### config.mk
export PLATFORM = sky130hd
export DESIGN_NAME = ocra_grad_axi_slave
export DESIGN_NICKNAME = d
export VERILOG_FILES = /design/src/rtl/ocra_grad_axi_slave.sv
export SDC_FILE = /design/constraint.sdc
export NUM_CORES = 1
export LEC_CHECK = 0
export ABC_CLOCK_PERIOD_IN_PS = 3700
export CORE_ASPECT_RATIO = 1.4
export CORE_UTILIZATION = 35
export DETAILED_ROUTE_END_ITERATION = 12
export REMOVE_ABC_BUFFERS = 1
export SYNTH_ARGS = -nofsm -noshare
export SYNTH_HDL_FRONTEND = slang
export SYNTH_SLANG_ARGS = --single-unit
### constraint.sdc
create_clock -name s00_axi_aclk -period 3.7 [get_ports s00_axi_aclk]
set_input_delay 0.925 -clock s00_axi_aclk [delete_from_list [all_inputs] [get_ports s00_axi_aclk]]
set_output_delay 0.925 -clock s00_axi_aclk [all_outputs]
set_load 0.01 [all_outputs]
### src/rtl/ocra_grad_axi_slave.sv
// ocra_grad_axi_slave: AXI4-Lite register port and gradient word FIFO for the gradient controller
// Ports:
//   s00_axi_*     AXI4-Lite slave (write address/data/response, read address/data)
//   grad_en       CTRL[0]
//   grad_div      DIV[9:0]
//   fifo_rd_en    pop request from the gradient serialiser
//   fifo_rd_data  head word, first-word fall-through, 0 while empty
//   fifo_empty    FIFO holds no words
// Register map on addr[4:2]:
//   0 CTRL, 1 DIV, 2 STATUS, 3 DATA push, 4 OVF_CLR
module ocra_grad_axi_slave #(
    parameter int C_S00_AXI_DATA_WIDTH = 32,
    parameter int C_S00_AXI_ADDR_WIDTH = 14,
    parameter int FIFO_AW              = 4
) (
    input  logic                              s00_axi_aclk,
    input  logic                              s00_axi_aresetn,
    input  logic [C_S00_AXI_ADDR_WIDTH-1:0]   s00_axi_awaddr,
    input  logic [2:0]                        s00_axi_awprot,
    input  logic                              s00_axi_awvalid,
    output logic                              s00_axi_awready,
    input  logic [C_S00_AXI_DATA_WIDTH-1:0]   s00_axi_wdata,
    input  logic [3:0]                        s00_axi_wstrb,
    input  logic                              s00_axi_wvalid,
    output logic                              s00_axi_wready,
    output logic [1:0]                        s00_axi_bresp,
    output logic                              s00_axi_bvalid,
    input  logic                              s00_axi_bready,
    input  logic [C_S00_AXI_ADDR_WIDTH-1:0]   s00_axi_araddr,
    input  logic [2:0]                        s00_axi_arprot,
    input  logic                              s00_axi_arvalid,
    output logic                              s00_axi_arready,
    output logic [C_S00_AXI_DATA_WIDTH-1:0]   s00_axi_rdata,
    output logic [1:0]                        s00_axi_rresp,
    output logic                              s00_axi_rvalid,
    input  logic                              s00_axi_rready,
    output logic                              grad_en,
    output logic [9:0]                        grad_div,
    input  logic                              fifo_rd_en,
    output logic [C_S00_AXI_DATA_WIDTH-1:0]   fifo_rd_data,
    output logic                              fifo_empty
);
    localparam int DW    = C_S00_AXI_DATA_WIDTH;
    localparam int DEPTH = 1 << FIFO_AW;

    logic              awready_q, awready_d;
    logic              bvalid_q, bvalid_d;
    logic [1:0]        bresp_q, bresp_d;
    logic              arready_q, arready_d;
    logic              rvalid_q, rvalid_d;
    logic [DW-1:0]     rdata_q, rdata_d;
    logic              ctrl_q, ctrl_d;
    logic [9:0]        div_q, div_d;
    logic              ovf_q, ovf_d;
    logic [FIFO_AW-1:0] wptr_q, wptr_d, rptr_q, rptr_d;
    logic [FIFO_AW:0]  count_q, count_d;
    logic [DW-1:0]     mem [DEPTH];

    logic [2:0]        wsel, rsel;
    logic              we, re, full, empty, pop, push_req, push, ovf_set;
    logic [DW-1:0]     status, rd_mux;
    logic              unused_ok;

    assign unused_ok = ^{s00_axi_awprot, s00_axi_arprot,
                         s00_axi_awaddr[C_S00_AXI_ADDR_WIDTH-1:5], s00_axi_awaddr[1:0],
                         s00_axi_araddr[C_S00_AXI_ADDR_WIDTH-1:5], s00_axi_araddr[1:0]};

    always_comb begin
        wsel     = s00_axi_awaddr[4:2];
        rsel     = s00_axi_araddr[4:2];
        // The write commits on the edge that closes the one-cycle ready pulse
        we       = awready_q & s00_axi_awvalid & s00_axi_wvalid;
        re       = arready_q & s00_axi_arvalid;
        empty    = count_q == '0;
        // count never exceeds DEPTH, so its top bit alone marks full
        full     = count_q[FIFO_AW];
        pop      = fifo_rd_en & ~empty;
        push_req = we & (wsel == 3'd3) & (|s00_axi_wstrb);
        // A pop in the same cycle frees the slot a full FIFO needs
        push     = push_req & (~full | pop);
        ovf_set  = push_req & full & ~pop;
        status   = '0;
        status[FIFO_AW:0] = count_q;
        status[16] = empty;
        status[17] = full;
        status[18] = ovf_q;
        rd_mux   = (rsel == 3'd0) ? DW'(ctrl_q) :
                   (rsel == 3'd1) ? DW'(div_q)  :
                   (rsel == 3'd2) ? status      : '0;
        awready_d = s00_axi_awvalid & s00_axi_wvalid & ~bvalid_q & ~awready_q;
        bvalid_d  = we | (bvalid_q & ~s00_axi_bready);
        bresp_d   = we ? (ovf_set ? 2'b10 : 2'b00) : bresp_q;
        arready_d = s00_axi_arvalid & ~rvalid_q & ~arready_q;
        rvalid_d  = re | (rvalid_q & ~s00_axi_rready);
        rdata_d   = re ? rd_mux : rdata_q;
        ctrl_d    = (we && wsel == 3'd0 && s00_axi_wstrb[0]) ? s00_axi_wdata[0] : ctrl_q;
        div_d     = {(we && wsel == 3'd1 && s00_axi_wstrb[1]) ? s00_axi_wdata[9:8] : div_q[9:8],
                     (we && wsel == 3'd1 && s00_axi_wstrb[0]) ? s00_axi_wdata[7:0] : div_q[7:0]};
        // A clear loses to an overflowing push landing on the same edge
        ovf_d     = ovf_set | (ovf_q & ~(we && wsel == 3'd4 && s00_axi_wdata[0]));
        wptr_d    = wptr_q + FIFO_AW'(push);
        rptr_d    = rptr_q + FIFO_AW'(pop);
        count_d   = count_q + (FIFO_AW + 1)'(push) - (FIFO_AW + 1)'(pop);
    end

    always_ff @(posedge s00_axi_aclk or negedge s00_axi_aresetn) begin
        if (!s00_axi_aresetn) begin
            awready_q <= 1'b0;
            bvalid_q  <= 1'b0;
            bresp_q   <= 2'b00;
            arready_q <= 1'b0;
            rvalid_q  <= 1'b0;
            rdata_q   <= '0;
            ctrl_q    <= 1'b0;
            div_q     <= '0;
            ovf_q     <= 1'b0;
            wptr_q    <= '0;
            rptr_q    <= '0;
            count_q   <= '0;
        end else begin
            awready_q <= awready_d;
            bvalid_q  <= bvalid_d;
            bresp_q   <= bresp_d;
            arready_q <= arready_d;
            rvalid_q  <= rvalid_d;
            rdata_q   <= rdata_d;
            ctrl_q    <= ctrl_d;
            div_q     <= div_d;
            ovf_q     <= ovf_d;
            wptr_q    <= wptr_d;
            rptr_q    <= rptr_d;
            count_q   <= count_d;
        end
    end

    // Storage needs no reset: count and pointers define which entries are live
    always_ff @(posedge s00_axi_aclk) begin
        if (push) mem[wptr_q] <= s00_axi_wdata;
    end

    assign s00_axi_awready = awready_q;
    assign s00_axi_wready  = awready_q;
    assign s00_axi_bvalid  = bvalid_q;
    assign s00_axi_bresp   = bresp_q;
    assign s00_axi_arready = arready_q;
    assign s00_axi_rvalid  = rvalid_q;
    assign s00_axi_rdata   = rdata_q;
    assign s00_axi_rresp   = 2'b00;
    assign grad_en         = ctrl_q;
    assign grad_div        = div_q;
    assign fifo_empty      = empty;
    assign fifo_rd_data    = empty ? '0 : mem[rptr_q];
endmodule
# Word level (Yosys, flattened, before mapping)
# Memory sizes are Yosys's and may differ from the RTL's.
# Index checks and enable logic that the tools add are counted.
[classes] add_sub_neg=4 eq_ne=5 mux=7 n_bitwise=31 n_reduce_logical=11
[op_table] cell="$mux 19" n=3
[op_table] cell="$mux 32" n=1
[op_table] cell="$and 1x1->1" n=17
[op_table] cell="$not 1->1" n=10
[op_table] cell="$add 4x1->4" n=2
[op_table] cell="$logic_and 1x1->1" n=7
[op_table] cell="$eq 3x1->1 const B" n=2
[op_table] cell="$eq 3x2->1 const B" n=2
[op_table] cell="$logic_not 3->1" n=2
[op_table] cell="$add 5x1->5" n=1
[op_table] cell="$logic_not 5->1" n=1
[op_table] cell="$sub 5x1->5" n=1
[op_table] cell="$or 1x1->1" n=4
[op_table] cell="$reduce_or 4->1" n=1
[op_table] cell="$eq 3x3->1 const B" n=1
[op_table] cell="$mux 1" n=2
[op_table] cell="$mux 2" n=1
[totals] register_bits=63 ram_bits=512 inputBits=78 elab_cells=72 n_memories=1
[memory_table] name="mem" depth=16 word_bits=32 read_ports=1 rd_ports_with_merged_regs=0 write_ports=1 line_no="57" rtl="logic [DW-1:0] mem [DEPTH];"

# Depth between registers and ports, before layout
# Gate-level depths: netlist (run 1).
[depth] depth_word=7 ltp_mapped=13 ltp_nobuf=13

# Worst setup path before layout (run 1)
# OpenSTA, ideal clock, no wires.
[synth_timing] path_type="input -> register" startpoint="in s00_axi_awvalid" endpoint="mem mem[4][0] (netlist bit) (enable)" setup_time_ps=461 arrival_time_ps=3958 required_time_ps=3239 setup_slack_ps=-719 path_stages=4 cell_sequence="nand3_1 > nor4_4 > nand3b_2 > nor3_1"
[synth_between] elab_chain_len=7
[synth_lines] element="start: declaration" line_no="20" rtl="input logic s00_axi_awvalid,"
[synth_lines] element="$and 1x1->1 (2 in a row)" line_no="72" rtl="we = awready_q & s00_axi_awvalid & s00_axi_wvalid;"
[synth_lines] element="$and 1x1->1 (2 in a row)" line_no="78" rtl="push_req = we & (wsel == 3'd3) & (|s00_axi_wstrb);"
[synth_lines] element="$and 1x1->1" line_no="80" rtl="push = push_req & (~full | pop);"
[synth_lines] element="$mux 1" line_no="138" rtl="if (push) mem[wptr_q] <= s00_axi_wdata;"
[synth_lines] element="$mux 1 (implied by the code)" line_no="138"
[synth_lines] element="end: declaration" line_no="57"
# No other way between the ends.

# Final worst setup path (run 1)
[layout_timing] startpoint="reg count_q[3]" endpoint="out fifo_rd_data[16]"
[layout_between] elab_chain_len=2
[layout_lines] element="start: declaration" line_no="56" rtl="logic [FIFO_AW:0] count_q, count_d;"
[layout_lines] element="start signal: assignment" line_no="132" rtl="count_q <= count_d;"
[layout_lines] element="$logic_not 5->1" line_no="74" rtl="empty = count_q == '0;"
[layout_lines] element="$mux 32" line_no="152" rtl="assign fifo_rd_data = empty ? '0 : mem[rptr_q];"
[layout_lines] element="end: declaration" line_no="40" rtl="output logic [C_S00_AXI_DATA_WIDTH-1:0] fifo_rd_data,"
# No other way between the ends.

==> reports/results.ini, run 1 <==
[routing]
drt_iter0_drc=706
ant_nets=0
drtPass1Iterations=4
drt-total-wl_microns=47900
drcViolationCount=0
vias=10242
wl_per_cell_microns=23.7
via_per_inst=5.06

[clock_tree]
cts_buffers=50
cts_tree=built
ctsRootBufferMaster=clkbuf_16
hold_buffers=0
h-tree-depth=2
clock_latency_ps=580
cts_buffer_depth=3
clk_pin_slew_worst_paths_ps=70
cts.sinks=555

[yosys]
yosysMostFrequentCell=edfxtp_1
synth_top_area_share_pct=71.6
synth_common_cells=512 x edfxtp_1, 127 x mux4_2, 43 x dfrtp_1
synth-edff-count=512
ys_ff_latch=555
seq_area_frac_synth_pct=76.6
ys.flop_type=edfxtp_1
ys_types=42
ys_top_cells_by_area=edfxtp_1 72%, mux4_2 13%, dfrtp_1 5.0%
ys_warn_count=0
synth_top_cell_by_area=edfxtp_1
synth-async-reset-ratio_pct=7.75
syn_avg_cell_area_sq_um=21.9
synthCells=982
syn_area_sq_mm=0.0215

[timing]
hold_violations=0
fin_crit_sh_pct=97.3
clock_skew_ps=19.5
fin_ws_ps=98.1
finalHoldWorstSlack_ps=464
grt_setup_unrepaired=yes
min_period_ps=3600
setup_viol=0
drv_slew=0
tightestPinTransition_ps=1020
maxSlewHeadroom_pct=32.2
max_clock_freq_mhz=278

[hold_path]
hold_path.class=register to register

[floorplanning]
ios=163
die_x_microns=211
row_count=107
fp.coreArea_sq_mm=0.0608
initial_core_util_pct=35.4
die_area_sq_mm=0.0624
fp.dieH_microns=295

[pwr]
p_int_mw=12.5
p_clk_share_pct=28.9
p_switching_mw=5.04
leakage_nw=8.52
p_per_area_mw_per_mm2=675
ir_drop_v=0.000469
p_seq_share_pct=40.6
p_comb_share_pct=30.5
p_sw_share_pct=28.8

[global_routing]
grt_pass1_wl_microns=70400
met2_usage_pct=28.4
grt_usage_pct=15.6
gr-total-overflow=0
met3_usage_pct=2.17
grt_max_degree=44
use_met1_pct=19.4
antenna_found_initial=1
grt_pass1_vias=10882
top_usage_layer=met2

[finish]
syn2layout_area_growth_pct=20.9
drive_gt1_share_pct=28.6
diodes=0
final_nets=1260

[worst_setup_path]
max_stage_delay_ps=390
crit_path_start_kind=register
path_cells=inv_2, ha_1, nor4b_4, buf_6, nor3b_4, buf_4, bufbuf_16, a22oi_2, o21ai_2, clkdlybuf4s15_2
crit_slowest_cell=dfrtp_1
endpoint_kind=output pin
crit_type=register to output pin
path_max_fanout=11
crit_arrival_ps=2680
ff2ff_setup_slack_ps=840
required_ps=2770

[status]
status=finished, final reports clean

[placed_design]
place_congestion=0.722
portBuffers=112
pre_cts_ws_ps=59.5
dp_hpwl_microns=27300

[flow_run]
drv_cap=0

-- power by group through the flow --
stage / clock, mW / sequential (mW) / combinational, mW
6_report: 5.07 / 7.12 / 5.34
5_1_grt: 5.39 / 7.13 / 5.70
4_1_cts: 5.18 / 7.12 / 5.40
3_5_place_dp: 0 / 7.25 / 5.28
3_3_place_gp: 0 / 7.25 / 5.25
2_1_floorplan: 0 / 7.65 / 2.69
-- stage by stage --
stage	area (sq um)	power (mW)	instances	setup TNS (ps)	utilization [%]
CTS	25900	17.7	2023	-141	42.7
global route	26000	18.2	2025	-34.8	42.7
floorplan	21100	10.3	937	-197620	-
detailed placement	24100	12.5	1921	0	39.7
global placement	24100	12.5	1921	0	39.7
finish	26000	17.5	2025	0	42.7
-- per-layer routing --
metal	up-vias	share of wire, %
met3	52	3.8
li1	4428	-
met1	5519	41
met4	2	1.7
met5	-	0.027
met2	241	54
-- sequential cells by signal (all words and copies together) (netlist names) --
register	cells
s00_axi_rvalid	1
s00_axi_bvalid	1
s00_axi_rdata	13
s00_axi_bresp	1
count_q	5
wptr_q	4
s00_axi_arready	1
rptr_q	4
s00_axi_awready	1
grad_div	10
mem	512
ovf_q	1
grad_en	1
-- worst max-delay path: cells and delay by family, from the launching register on --
family	cells	cell delay, ps
AND/OR/NAND/NOR	2	330
AO/OA/AOI/OAI	2	290
flip-flops	1	390
buffers and inverters	5	940
adder cells (fa/ha/maj)	1	140
-- final timing paths --
kind / start / to / depth (start not counted)
max: count_q[3] / fifo_rd_data[16] / 10
min: s00_axi_rvalid / s00_axi_arready / 1
max reg2reg: count_q[2] / count_q[4] / 15
min reg2reg: s00_axi_rvalid / s00_axi_arready / 1
max in group asynchronous: s00_axi_aresetn / rptr_q[0] / 1
min in group asynchronous: s00_axi_aresetn / grad_div[5] / 1
-- cell usage in the layout (no fill, tap or decap), types with 13 or more instances in the layout --
master	instances
buf_12	25
o21ai_1	23
mux4_2	127
a22oi_1	16
mux2i_1	34
a22o_1	15
clkbuf_1	15
buf_4	38
clkbuf_16	51
conb_1	22
nor2_4	13
a22oi_2	15
edfxtp_1	512
dfrtp_1	40
dlygate4sd2_1	13
clkdlybuf4s50_1	79
-- logic make-up after synthesis --
group | count (synthesis) | share of synthesized area, %
multiplexers | 173 | 15.5
XOR/XNOR | 8 | 0.326
buffers and inverters | 77 | 2.24
adder cells (fa/ha/maj) | 11 | 0.675
flip-flops | 555 | 76.6
AO/OA/AOI/OAI | 90 | 2.81
AND/OR/NAND/NOR | 67 | 1.86
other | 1 | 0.0175
-- cell type report --
cell class / count / area [sq um]
Fill cell: 5273 / 34800
Sequential cell: 555 / 16500
Multi-Input combinational cell: 371 / 4890
Timing Repair Buffer: 182 / 1990
Clock buffer: 68 / 1360
Tap cell: 817 / 1020
Clock inverter: 21 / 218
Inverter: 11 / 41.3
-- what timing repair did --
action / 4_1_cts / 5_1_grt
buffers inserted: 11 / 2
setup endpoints to repair: 32 / 22
cloned: 2 / 0
pin swaps: 1 / 1
gates resized for setup: 56 / 44
Note: power is estimated with default switching activity, not from simulation.
==> run 2, diff against run 1 <==
--- a/config.mk
+++ b/config.mk
@@ -10,6 +10,7 @@
 export CORE_UTILIZATION = 35
 export DETAILED_ROUTE_END_ITERATION = 12
 export REMOVE_ABC_BUFFERS = 1
+export SLEW_MARGIN = 15
 export SYNTH_ARGS = -nofsm -noshare
 export SYNTH_HDL_FRONTEND = slang
 export SYNTH_SLANG_ARGS = --single-unit
==> results of run 2 <==
Same layout as run 1: the final DEF is identical, and so are final timing and power.
==> run 3, diff against run 2 <==
--- a/config.mk
+++ b/config.mk
@@ -9,6 +9,7 @@
 export CORE_ASPECT_RATIO = 1.4
 export CORE_UTILIZATION = 35
 export DETAILED_ROUTE_END_ITERATION = 12
+export DONT_BUFFER_PORTS = 1
 export REMOVE_ABC_BUFFERS = 1
 export SLEW_MARGIN = 15
 export SYNTH_ARGS = -nofsm -noshare
==> reports/results.ini, run 3 (synthesized netlist as in run 1, its figures left out) <==
[status]
status=finished, final reports clean  ; unchanged

[finish]
final_nets=1159  ; was 1260
diodes=0  ; unchanged
drive_gt1_share_pct=29.3  ; was 28.6%
syn2layout_area_growth_pct=15.7  ; was 20.9%
fin_util_pct=40.9  ; was 42.7%
design_area_sq_mm=0.0249  ; was 0.0260 sq mm
final_cells=1927  ; was 2025
final_cell_mix=512 x edfxtp_1, 127 x mux4_2, 61 x buf_4, 50 x clkbuf_16, 40 x dfrtp_1  ; was 512 x edfxtp_1, 127 x mux4_2, 79 x clkdlybuf4s50_1, 51 x clkbuf_16, 40 x dfrtp_1
largest_register_ffs=512  ; unchanged
regMostFlops=mem  ; unchanged
mostFrequentLayoutCell=edfxtp_1  ; unchanged

[worst_setup_path]
max_stage_delay_ps=400  ; was 390 ps
r2r_end=count_q[4]  ; unchanged
crit_slowest_cell=dfrtp_1  ; unchanged
crit_top_cell=buf_4
ff2ff_setup_slack_ps=880  ; was 840 ps
required_ps=2770  ; about the same
endpoint_kind=output pin  ; unchanged
crit_path_start_kind=register  ; unchanged
path_max_fanout=7  ; was 11
rr_startpoint=count_q[2]  ; unchanged
crit_buf_inv=4  ; was 5
crit_type=register to output pin  ; unchanged
crit_family=buffers and inverters  ; unchanged
worstRegToRegCells=15  ; unchanged
crit_arrival_ps=2640  ; was 2680 ps
path_cells=inv_1, ha_1, nor4b_4, buf_4, buf_4, nor3b_2, buf_4, a22oi_1, o21ai_1  ; was inv_2, ha_1, nor4b_4, buf_6, nor3b_4, buf_4, bufbuf_16, a22oi_2, o21ai_2, clkdlybuf4s15_2

[global_routing]
gr-total-overflow=0  ; unchanged
use_met1_pct=18.0  ; was 19.4%
met2_usage_pct=26.5  ; was 28.4%
antenna_found_initial=0  ; was 1
met3_usage_pct=3.28  ; was 2.17%
top_usage_layer=met2  ; unchanged
grt_pass1_vias=10655  ; was 10882
grt_pass1_wl_microns=67800  ; was 70400 microns
grt_usage_pct=14.9  ; was 15.6%
grt_max_degree=44  ; unchanged

[pwr]
p_int_mw=12.4  ; was 12.5 mW
p_clk_share_pct=30.9  ; was 28.9%
p_comb_share_pct=27.7  ; was 30.5%
leakage_nw=8.07  ; was 8.52 nW
p_switching_mw=4.85  ; was 5.04 mW
ir_drop_v=0.000439  ; was 0.000469 V
p_sw_share_pct=28.2  ; was 28.8%
p_per_area_mw_per_mm2=693  ; was 675 mW/mm^2
p_seq_share_pct=41.4  ; was 40.6%

[placed_design]
placed_area_sq_mm=0.0230  ; was 0.0241 sq mm
dp_hpwl_microns=26300  ; was 27300 microns
place_congestion=0.701  ; was 0.722
dp.cells=1826  ; was 1921
portBuffers=0  ; was 112

[flow_run]
drv_cap=0  ; unchanged

[timing]
grt_setup_unrepaired=yes  ; unchanged
maxSlewHeadroom_pct=61.7  ; was 32.2%
setup_viol=0  ; unchanged
finalHoldWorstSlack_ps=33.5  ; was 464 ps
tightestPinTransition_ps=573  ; was 1020 ps
max_clock_freq_mhz=280  ; was 278 MHz
min_period_ps=3570  ; was 3600 ps
drv_slew=0  ; unchanged
hold_violations=0  ; unchanged
fin_crit_sh_pct=96.5  ; was 97.3%
clock_skew_ps=19.5  ; about the same

[routing]
drt-total-wl_microns=45900  ; was 47900 microns
drtPass1Iterations=4  ; unchanged
ant_nets=0  ; unchanged
vias=9871  ; was 10242
wl_per_cell_microns=23.8  ; was 23.7 microns
via_per_inst=5.12  ; was 5.06
drcViolationCount=0  ; unchanged
drt_iter0_drc=819  ; was 706

[floorplanning]
die_area_sq_mm=0.0624  ; unchanged
fp.dieH_microns=295  ; unchanged
initial_core_util_pct=35.4  ; unchanged
ios=163  ; unchanged
row_count=107  ; unchanged
die_x_microns=211  ; unchanged
fp.coreArea_sq_mm=0.0608  ; unchanged

[hold_path]
hold_path.class=input pin to async pin  ; was register to register

[clock_tree]
cts_buffer_depth=3  ; unchanged
clk_pin_slew_worst_paths_ps=60  ; was 70 ps
ctsRootBufferMaster=clkbuf_16  ; unchanged
hold_buffers=0  ; unchanged
cts_tree=built  ; unchanged
clock_latency_ps=600  ; was 580 ps
cts_buffers=50  ; unchanged
h-tree-depth=2  ; unchanged
cts.sinks=555  ; unchanged

==> run 3: power groups by stage <==
stage | logic, mW | registers [mW] | clock network [mW]
after floorplan | 2.69 | 7.65 | 0
after global placement | 4.55 | 7.38 | 0
after detailed placement | 4.58 | 7.38 | 0
after CTS | 4.80 | 7.17 | 5.43
after global routing | 5.17 | 7.15 | 5.64
final | 4.78 | 7.14 | 5.32
==> run 3: timing repair <==
action | CTS | global route
buffers inserted | 8 | 1
endpoints found under the setup margin | 23 | 9
pin swaps | 0 | 0
gates cloned | 0 | 0
resized for setup | 0 | 5
==> run 3: layout make-up <==
| type | count | area (sq um) |
|---|---|---|
| fillers | 5287 | 35900 |
| flip-flops and latches | 555 | 16500 |
| multi-input cells | 371 | 4780 |
| clock buffers | 58 | 1280 |
| well taps | 817 | 1020 |
| repair buffers | 81 | 866 |
| clock inverters | 34 | 408 |
| inverters | 11 | 41.3 |
==> run 3: through the flow <==
stage	power [mW]	TNS (ps)	worst slack, ps
3_5_place_dp	12.0	0	480
6_report	17.2	0	130
3_3_place_gp	11.9	0	451
4_1_cts	17.4	0	4.51
5_1_grt	18.0	-8.67	-8.67
2_1_floorplan	10.3	-197620	-3130
==> run 3: how the worst max path moves through the flow <==
stage	start	endpoint	slack, ps	cells past startpoint
6_report	count_q[2]	fifo_rd_data[24]	130	9
5_1_grt	count_q[3]	fifo_rd_data[4]	-9	9
4_1_cts	rptr_q[1]	fifo_rd_data[3]	5	5
3_5_place_dp	rptr_q[0]	fifo_rd_data[25]	480	5
3_3_place_gp	rptr_q[0]	fifo_rd_data[25]	450	5
2_1_floorplan	rptr_q[0]	fifo_rd_data[30]	-3130	3
==> run 3: metal layers <==
layer / up-vias / part of all wire, %
li1: 4230 / -
met1: 5291 / 39
met2: 293 / 53
met3: 57 / 6.1
met4: 0 / 2.2
met5: - / 0
